<file path="config.mk">
export PLATFORM = sky130hd
export DESIGN_NAME = shift_unit_flat
export DESIGN_NICKNAME = d
export VERILOG_FILES = /design/src/rtl/shift_if.sv /design/src/rtl/shift_unit.sv /design/src/flat_wrapper.sv
export SDC_FILE = /design/constraint.sdc
export NUM_CORES = 1
export LEC_CHECK = 0
export ABC_CLOCK_PERIOD_IN_PS = 4000
export CAP_MARGIN = 20
export CORE_AREA = 2 2 119 121
export DETAILED_ROUTE_END_ITERATION = 10
export DIE_AREA = 0 0 121 123
export HOLD_SLACK_MARGIN = 0.02
export PLACE_DENSITY = 0.86
export SLEW_MARGIN = 20
export SYNTH_ARGS = -nofsm -noshare
export SYNTH_HDL_FRONTEND = slang
export SYNTH_SLANG_ARGS = --single-unit
</file>
<file path="constraint.sdc">
create_clock -name clk -period 4 [get_ports clk]
set_input_delay 0.4 -clock clk [delete_from_list [all_inputs] [get_ports clk]]
set_output_delay 0.4 -clock clk [all_outputs]
set_load 0.02 [all_outputs]
</file>
<file path="src/rtl/shift_if.sv">
`default_nettype none
// ============================================================================
// Interface : shift_if
// Purpose   : Request/result handshake bundle for the pipelined shift unit.
// Revision  : 1.0 - initial release
// ============================================================================
interface shift_if #(
    parameter int WIDTH = 32,
    parameter int TAG_W = 4
);
    localparam int c_shw = $clog2(WIDTH);

    logic               in_valid;
    logic               in_ready;
    logic [WIDTH-1:0]   in_d;
    logic [c_shw-1:0]   in_shamt;
    logic [1:0]         in_op;
    logic [TAG_W-1:0]   in_tag;

    logic               out_valid;
    logic               out_ready;
    logic [WIDTH-1:0]   out_q;
    logic               out_zero;
    logic [TAG_W-1:0]   out_tag;

    modport master (
        output in_valid, in_d, in_shamt, in_op, in_tag, out_ready,
        input  in_ready, out_valid, out_q, out_zero, out_tag
    );

    modport slave (
        input  in_valid, in_d, in_shamt, in_op, in_tag, out_ready,
        output in_ready, out_valid, out_q, out_zero, out_tag
    );
endinterface
`default_nettype wire

</file>
<file path="src/rtl/shift_unit.sv">
`default_nettype none
// ============================================================================
// Module   : shift_unit
// Purpose  : Pipelined barrel shifter (SLL/SRL/SRA/ROR) with valid/ready flow
//            control and a pass-through tag.
// Revision : 1.0 - initial release
// ============================================================================
module shift_unit #(
    parameter int WIDTH  = 32,
    parameter int STAGES = 2,
    parameter int TAG_W  = 4
) (
    input  wire logic clk,
    input  wire logic rst,
    shift_if.slave    bus
);
    localparam int         c_shw    = $clog2(WIDTH);
    localparam logic [1:0] c_op_sll = 2'b00;
    localparam logic [1:0] c_op_srl = 2'b01;
    localparam logic [1:0] c_op_sra = 2'b10;

    // Mux level k of the shift network lives in this pipeline stage.
    function automatic int stage_of(input int k);
        return (k * STAGES) / c_shw;
    endfunction

    function automatic logic [STAGES-1:0] above_mask(input int s);
        logic [STAGES-1:0] w_m;
        w_m = '0;
        for (int j = s + 1; j < STAGES; j++) w_m[j] = 1'b1;
        return w_m;
    endfunction

    function automatic logic [WIDTH-1:0] level_op(input logic [WIDTH-1:0] x,
                                                  input logic [1:0]       op,
                                                  input int               n);
        logic [WIDTH-1:0] w_res;
        case (op)
            c_op_sll: w_res = x << n;
            c_op_srl: w_res = x >> n;
            c_op_sra: w_res = (x >> n) | (~({WIDTH{1'b1}} >> n) & {WIDTH{x[WIDTH-1]}});
            default:  w_res = (x >> n) | (x << (WIDTH - n));
        endcase
        return w_res;
    endfunction

    logic [STAGES-1:0]              r_valid;
    logic [STAGES-1:0][WIDTH-1:0]   r_data;
    logic [STAGES-1:0][c_shw-1:0]   r_shamt;
    logic [STAGES-1:0][1:0]         r_op;
    logic [STAGES-1:0][TAG_W-1:0]   r_tag;

    logic [STAGES-1:0]              w_src_valid;
    logic [STAGES-1:0][WIDTH-1:0]   w_src_data;
    logic [STAGES-1:0][c_shw-1:0]   w_src_shamt;
    logic [STAGES-1:0][1:0]         w_src_op;
    logic [STAGES-1:0][TAG_W-1:0]   w_src_tag;
    logic [STAGES-1:0][WIDTH-1:0]   w_stage_res;
    logic [STAGES-1:0]              w_adv;
    logic [STAGES-1:0]              w_load;

    // A stage advances when its result can move on: either the consumer takes
    // the output, or some stage further down is empty (bubbles collapse).
    for (genvar s = 0; s < STAGES; s++) begin : g_stage
        if (s == 0) begin : g_head
            assign w_src_valid[s] = bus.in_valid;
            assign w_src_data[s]  = bus.in_d;
            assign w_src_shamt[s] = bus.in_shamt;
            assign w_src_op[s]    = bus.in_op;
            assign w_src_tag[s]   = bus.in_tag;
        end else begin : g_body
            assign w_src_valid[s] = r_valid[s-1];
            assign w_src_data[s]  = r_data[s-1];
            assign w_src_shamt[s] = r_shamt[s-1];
            assign w_src_op[s]    = r_op[s-1];
            assign w_src_tag[s]   = r_tag[s-1];
        end

        assign w_adv[s]  = r_valid[s] && (bus.out_ready || (|(~r_valid & above_mask(s))));
        assign w_load[s] = !r_valid[s] || w_adv[s];
    end

    for (genvar k = 0; k < c_shw; k++) begin : g_lvl
        localparam int c_stg   = stage_of(k);
        localparam bit c_first = (k == 0) || (stage_of(k - 1) != c_stg);
        localparam bit c_last  = (k == c_shw - 1) || (stage_of(k + 1) != c_stg);

        logic [WIDTH-1:0] w_in;
        logic [WIDTH-1:0] w_out;

        if (c_first) begin : g_first
            assign w_in = w_src_data[c_stg];
        end else begin : g_chain
            assign w_in = g_lvl[k-1].w_out;
        end

        assign w_out = w_src_shamt[c_stg][k] ? level_op(w_in, w_src_op[c_stg], 1 << k) : w_in;

        if (c_last) begin : g_tap
            assign w_stage_res[c_stg] = w_out;
        end
    end

    always_ff @(posedge clk) begin
        if (rst) begin
            r_valid <= '0;
            r_data  <= '0;
            r_shamt <= '0;
            r_op    <= '0;
            r_tag   <= '0;
        end else begin
            for (int s = 0; s < STAGES; s++) begin
                if (w_load[s]) begin
                    r_valid[s] <= w_src_valid[s];
                    // Payload only moves with a valid beat so a stalled head stays put.
                    if (w_src_valid[s]) begin
                        r_data[s]  <= w_stage_res[s];
                        r_shamt[s] <= w_src_shamt[s];
                        r_op[s]    <= w_src_op[s];
                        r_tag[s]   <= w_src_tag[s];
                    end
                end
            end
        end
    end

    assign bus.in_ready  = w_load[0];
    assign bus.out_valid = r_valid[STAGES-1];
    assign bus.out_q     = r_data[STAGES-1];
    assign bus.out_zero  = (r_data[STAGES-1] == '0);
    assign bus.out_tag   = r_tag[STAGES-1];

    // The last stage's shamt/op copies have no consumer.
    logic w_unused_ctrl;
    assign w_unused_ctrl = ^{r_shamt[STAGES-1], r_op[STAGES-1]};
endmodule
`default_nettype wire

</file>
<file path="src/flat_wrapper.sv">
// flat-port wrapper written by rule: the top's interface ports become plain ports
module shift_unit_flat 
#(
    parameter int WIDTH  = 32,
    parameter int STAGES = 2,
    parameter int TAG_W  = 4
)
  (clk, rst, bus_in_valid, bus_in_d, bus_in_shamt, bus_in_op, bus_in_tag, bus_out_ready, bus_in_ready, bus_out_valid, bus_out_q, bus_out_zero, bus_out_tag);
  shift_if #(.WIDTH(WIDTH), .TAG_W(TAG_W)) bus_i ();
  input  wire logic clk;
  input  wire logic rst;
  input wire logic [$bits(bus_i.in_valid)-1:0] bus_in_valid;
  input wire logic [$bits(bus_i.in_d)-1:0] bus_in_d;
  input wire logic [$bits(bus_i.in_shamt)-1:0] bus_in_shamt;
  input wire logic [$bits(bus_i.in_op)-1:0] bus_in_op;
  input wire logic [$bits(bus_i.in_tag)-1:0] bus_in_tag;
  input wire logic [$bits(bus_i.out_ready)-1:0] bus_out_ready;
  output wire logic [$bits(bus_i.in_ready)-1:0] bus_in_ready;
  output wire logic [$bits(bus_i.out_valid)-1:0] bus_out_valid;
  output wire logic [$bits(bus_i.out_q)-1:0] bus_out_q;
  output wire logic [$bits(bus_i.out_zero)-1:0] bus_out_zero;
  output wire logic [$bits(bus_i.out_tag)-1:0] bus_out_tag;
  assign bus_i.in_valid = bus_in_valid;
  assign bus_i.in_d = bus_in_d;
  assign bus_i.in_shamt = bus_in_shamt;
  assign bus_i.in_op = bus_in_op;
  assign bus_i.in_tag = bus_in_tag;
  assign bus_i.out_ready = bus_out_ready;
  assign bus_in_ready = bus_i.in_ready;
  assign bus_out_valid = bus_i.out_valid;
  assign bus_out_q = bus_i.out_q;
  assign bus_out_zero = bus_i.out_zero;
  assign bus_out_tag = bus_i.out_tag;
  shift_unit #(.WIDTH(WIDTH), .STAGES(STAGES), .TAG_W(TAG_W)) u_core (.clk(clk), .rst(rst), .bus(bus_i));
endmodule
</file>
==> impl_metrics.csv, run 1 <==
group,metric,value,unit
run_status,outcome,"finished clean",
sta,setup_viol_count_final,0,
worst_setup_path,crit_required,4.27,ns
sta,max_freq,348,MHz
synthesis,synth-edff-count,0,
drt,routed_wl,26500,um
clocking,cts_tree,"yes",
global_route,grt_first_pass_wirelength,41000,um
synthesis,synthArstFlopShare,0,
drt,vias,8405,
sta,fin_crit_sh,0.718,
global_route,grt_util_all_layers,0.349,
sta,hold_viol,0,
synthesis,synth-seq-cells,78,
worst_setup_path,arrival,3.14,ns
worst_setup_path,cp-start-kind,"primary input",
worst_setup_path,path_class,"primary input to flip-flop",
pwr,internal_power,1.72,mW
clocking,htreeDepth,3,
clocking,cts_resized,0,
pwr,switching_share,0.344,
layout,design_area,8310,um^2
synthesis,synth.largest_area_cell,"dfxtp_1",
synthesis,synth_flop_cell,"dfxtp_1",
pwr,p_clk_frac,0.338,
placement,gp_congestion,1.05,
floorplanning,core,13600,um^2
global_route,overflow,0,
pwr,p_leak,2.88,nW
global_route,antenna_found_initial,0,
floorplanning,die_w,121,um
sta,period_needed,2.87,ns
synthesis,yosysWarnings,0,
layout,utilization,0.610,
synthesis,syn_nets,1043,
worst_hold_path,min_path_cells,2,
worst_setup_path,startpoint,"bus_in_op[1]",
drt,drt_iter0_markers,1474,
worst_setup_path,rr_endpoint,"u_core.bus.out_q[3]",
clocking,cts-buffers-inserted,9,
worst_hold_path,worstHoldEndpoint,"u_core.bus.out_tag[0]",
pwr,p_sw,0.902,mW
clocking,clk_path_buf_depth,2,
sta,tightest_slew,1.14,ns
pwr,peakVddDrop,0.000250,V
floorplanning,num_rows,43,
layout,antennaDiodeCount,0,
worst_setup_path,r2r_setup_slack,1.29,ns
run,cap_violations,0,
floorplanning,floorplan.initialDensity,0.536,
layout,fill_cells,1219,
layout,drive_above_1_share,0.0942,
placement,hpwl,18500,um
layout,multiInputGateArea,5120,um^2
layout,nets,1052,
drt,wl_per_cell,22.3,um
synthesis,yosysTopAreaCellShare,0.214,
clocking,cts-root-buf,"clkbuf_16",
synthesis,syn_area,7290,um^2
synthesis,seq_area_frac_synth,0.214,
sta,setup_slack,1.13,ns
synthesis,netlist_instances,996,
synthesis,ys_types,78,
pwr,power_frac_comb,0.308,
sta,rsz0062_at_grt,"false",
sta,slew-limit-headroom,0.234,
clocking,cts_setup_buffers,0,
drt,vias_per_cell,7.07,
placement,dp.cells,1174,
layout,regArea,1560,um^2
floorplanning,pin_count,86,
floorplanning,dieArea,14900,um^2
placement,dpl_cell_area,7980,um^2
worst_setup_path,r2r-start,"u_core.r_op[0]",
global_route,grt_pass1_vias,7307,
layout,area_delta_synth_final,13.9,%
worst_hold_path,holdCritStartpoint,"u_core.r_tag[0]",
pwr,cellPowerDensity,316,nW/um^2
worst_setup_path,end_kind,"flip-flop",
sta,tns,0,ns
clocking,clk_pin_slew,0.06,ns
drt,drtPass1Iterations,8,
synthesis,avgSynthCellArea,7.32,um^2
global_route,grt_max_degree,50,
drt,drc,0,
placement,port_buffers,85,
placement,post-place-ws,0.906,ns
synthesis,synth.area.top_cells,"dfxtp_1 21%, mux2i_1 7.0%, nand2_1 6.2%, nor2_1 5.6%, a21oi_1 4.2%",
worst_setup_path,r2r_cells,5,
drt,ant_nets,0,
layout,finalNonFillerCells,1189,
sta,skew,0.00857,ns
clocking,clk_latency,0.34,ns
pwr,p_seq_frac,0.354,
clocking,cts.sinks,78,
sta,finalMaxSlewViolations,0,
clocking,holdBufCountCts,0,
worst_setup_path,cp_max_fo,28,
worst_hold_path,hp-class,"flip-flop to flip-flop",
floorplanning,dieHeight,123,um
## routing by layer
layer / up-vias / routed length, um / GRT usage
met1: 3860 / 10400 / 0.480
li1: 3769 / - / -
met2: 650 / 11600 / 0.544
met4: 0 / 1450 / 0.150
met5: - / 0 / 0
met3: 126 / 2990 / 0.0549
## registers in the layout, summed over array words and instances (netlist names)
signal,flops
u_core.r_shamt,2
u_core.r_op,2
u_core.g_lvl.w_in,32
u_core.r_tag,4
u_core.bus.out_tag,4
u_core.r_valid,2
u_core.bus.out_q,32
## critical path, cell delays in order
cell and delay (ns):
clkdlybuf4s50_1 0.72, buf_4 0.39, nor3b_2 0.52, a2111oi_0 0.27, a221oi_1 0.50, o21ai_0 0.17
o21ai_1 0.16
## cells by family after synthesis
| logic type | after synthesis | share of synthesized area |
|---|---|---|
| muxes | 74 | 0.124 |
| AOI/OAI and AO/OA | 330 | 0.318 |
| DFF | 78 | 0.214 |
| and+or+nand+nor | 389 | 0.259 |
| buffers and inverters | 125 | 0.0853 |
## synthesized netlist by cell type (all sizes together) (16+ instances only)
library cell and instances:
a211oi 19, a21oi 61, a311oi 22, a31oi 27, buf 68, clkbuf 43
dfxtp 78, mux2i 51, nand2 120, nand3 17, nor2 110, nor2b 36
nor3 28, nor4 24, o211ai 16, o21ai 60, o22ai 18
## power groups by stage
stage                     combinational [mW]  sequential, mW  clock (mW)
after floorplan                        0.524           0.925           0
after global placement                 0.773           0.934           0
after detailed placement               0.777           0.937           0
after CTS                              0.783           0.920       0.885
after global routing                   0.862           0.929       0.920
final                                  0.808           0.927       0.886
## metrics by stage
step	hold slack, ns	power (mW)
finish	0.451	2.62
global route	0.467	2.71
floorplan	0.432	1.45
global placement	0.441	1.71
CTS	0.454	2.59
detailed placement	0.445	1.71
## final cells by class
type                            count  area share
Clock buffer                       10      0.0288
Clock inverter                      5      0.0101
Inverter                           14     0.00633
Multi-Input combinational cell    793       0.617
Sequential cell                    78       0.188
Tap cell                          180      0.0271
Timing Repair Buffer              109       0.123
## layout by cell type (no fill, tap or decap), drive strengths merged, types with 19 or more instances in the layout
cell and count:
a211oi 19, a21oi 61, a311oi 22, a31oi 27, buf 27, clkdlybuf4s50 82
dfxtp 78, mux2i 51, nand2 120, nor2 110, nor2b 36, nor3 28
nor4 24, o21ai 60
## worst max path at each step
stage               slack, ns                       end  depth (start not counted)
finish                   1.13  u_core.g_lvl[3].w_in[19]                          7
CTS                      1.25  u_core.g_lvl[3].w_in[19]                          7
floorplan                2.16   u_core.g_lvl[3].w_in[9]                          7
global placement         0.94  u_core.g_lvl[3].w_in[19]                          7
detailed placement       0.91   u_core.g_lvl[3].w_in[7]                          7
global route             0.93  u_core.g_lvl[3].w_in[23]                          6
Note: power is estimated with default switching activity, not from simulation.
==> run 2: changes to the inputs <==
--- a/config.mk
+++ b/config.mk
@@ -5,11 +5,11 @@
 export SDC_FILE = /design/constraint.sdc
 export NUM_CORES = 1
 export LEC_CHECK = 0
-export ABC_CLOCK_PERIOD_IN_PS = 4000
+export ABC_CLOCK_PERIOD_IN_PS = 2390
 export CAP_MARGIN = 20
-export CORE_AREA = 2 2 119 121
+export CORE_AREA = 2 2 122 124
 export DETAILED_ROUTE_END_ITERATION = 10
-export DIE_AREA = 0 0 121 123
+export DIE_AREA = 0 0 124 126
 export HOLD_SLACK_MARGIN = 0.02
 export PLACE_DENSITY = 0.86
 export SLEW_MARGIN = 20
==> constraint.sdc (replaced) <==
create_clock -name clk -period 2.39 [get_ports clk]
set_input_delay 0.239 -clock clk [delete_from_list [all_inputs] [get_ports clk]]
set_output_delay 0.239 -clock clk [all_outputs]
set_load 0.02 [all_outputs]
==> impl_metrics.csv, run 2 (synthesis results as in run 1) <==
group,metric,value,unit
run_status,outcome,"finished clean",
sta,tightest_slew,0.860,ns
placement,gp_congestion,1.03,
layout,drive_above_1_share,0.150,
global_route,grt_max_degree,53,
layout,layout_common_cells,"120 x nand2_1, 108 x nor2_1, 86 x buf_4",
clocking,cts_setup_buffers,0,
drt,drc,0,
sta,max_freq,428,MHz
clocking,cts-root-buf,"clkbuf_16",
global_route,overflow,0,
drt,highest_layer,"met4",
sta,rsz0062_at_grt,"false",
worst_setup_path,arrival,2.53,ns
worst_setup_path,end_kind,"flip-flop",
clocking,clk_pin_slew,0.07,ns
pwr,finalPower,4.60,mW
drt,vias,8754,
clocking,cts.sinks,78,
sta,period_needed,2.34,ns
drt,drt_iter0_markers,1385,
clocking,clk_path_buf_depth,2,
pwr,peakVddDrop,0.000496,V
worst_hold_path,hp-class,"primary input to flip-flop",
pwr,p_leak,3.24,nW
sta,finalMaxSlewViolations,0,
drt,drtPass1Iterations,6,
layout,antennaDiodeCount,0,
global_route,grt_first_pass_wirelength,43700,um
layout,area_delta_synth_final,21.8,%
worst_setup_path,cp-start-kind,"flip-flop",
global_route,antenna_found_initial,0,
sta,setup_viol_count_final,0,
pwr,cellPowerDensity,517,nW/um^2
worst_setup_path,path_class,"flip-flop to flip-flop",
clocking,htreeDepth,3,
drt,wl_per_cell,22.2,um
floorplanning,dieHeight,126,um
sta,slew-limit-headroom,0.412,
global_route,grt_pass1_vias,7796,
floorplanning,dieArea,15600,um^2
clocking,cts_tree,"yes",
clocking,cts_resized,0,
drt,ant_nets,0,
floorplanning,pin_count,86,
placement,port_buffers,85,
clocking,holdBufCountCts,0,
clocking,cts-buffers-inserted,9,
layout,nets,1119,
layout,finalNonFillerCells,1261,
floorplanning,floorplan.initialDensity,0.509,
sta,skew,0.00868,ns
drt,vias_per_cell,6.94,
worst_setup_path,crit_required,2.58,ns
drt,routed_wl,28000,um
placement,dp.cells,1245,
floorplanning,die_w,124,um
layout,final_common_cell,"nand2_1",
floorplanning,core,14300,um^2
placement,post-place-ws,0.0336,ns
worst_setup_path,cp_max_fo,21,
run,cap_violations,0,
sta,fin_crit_sh,0.979,
drt,wl_met2,12300,um
clocking,clk_latency,0.35,ns
floorplanning,num_rows,44,
placement,hpwl,20400,um
drt,wl_met3,3420,um
sta,hold_viol,0,
global_route,grt_util_all_layers,0.359,
sta,whs,0.217,ns
sta,setup_slack,0.0511,ns
drt,wl_met1,10800,um
-- run 2: changes by cell type in the layout (fill, tap and decap cells not counted), sizes merged --
| cell | previous run | this run |
|---|---|---|
| buf | 27 | 94 |
| clkbuf | 10 | 9 |
| clkinv | 2 | 1 |
| inv | 13 | 16 |
-- run 2: layout make-up --
cell class / instances / area [um^2]
Fill cell: 1287 / 5430
Multi-Input combinational cell: 793 / 5110
Timing Repair Buffer: 176 / 1600
Sequential cell: 78 / 1560
Tap cell: 184 / 230
Clock buffer: 9 / 225
Clock inverter: 7 / 104
Inverter: 14 / 52.6
-- run 2: per-layer routing --
metal,vias to the layer above,GRT usage
met5,-,0
met4,0,0.169
met3,134,0.0992
met2,704,0.531
met1,4019,0.482
li1,3897,-
-- run 2: report_power, final --
part / internal [mW] / switching (mW) / leakage (nW)
logic: 0.638 / 0.834 / 2.44
clock network: 0.930 / 0.626 / 0.155
registers: 1.40 / 0.169 / 0.642
-- run 2: path summary, 6_finish.rpt --
kind	from	endpoint	slack [ns]	cells past startpoint
hold / removal	rst	u_core.bus.out_tag[1]	0.22	2
setup / recovery	u_core.r_op[0]	u_core.bus.out_q[17]	0.05	4
hold reg to reg	u_core.r_tag[0]	u_core.bus.out_tag[0]	0.45	2
setup reg to reg	u_core.r_op[0]	u_core.bus.out_q[17]	0.05	4
-- run 2: critical path, stage by stage, from the launching register on --
cell and delay [ns]:
dfxtp_1 0.55, nand2_1 0.62, nor2_1 0.10, a2111oi_0 0.79, nor4_1 0.12
-- run 2: stage by stage --
| step | setup TNS [ns] | util | cell area, um^2 |
|---|---|---|---|
| after floorplan | 0 | - | 7290 |
| after global placement | -0.0208 | 0.598 | 8550 |
| after detailed placement | 0 | 0.598 | 8550 |
| after CTS | 0 | 0.621 | 8880 |
| after global routing | 0 | 0.621 | 8880 |
| final | 0 | 0.621 | 8880 |
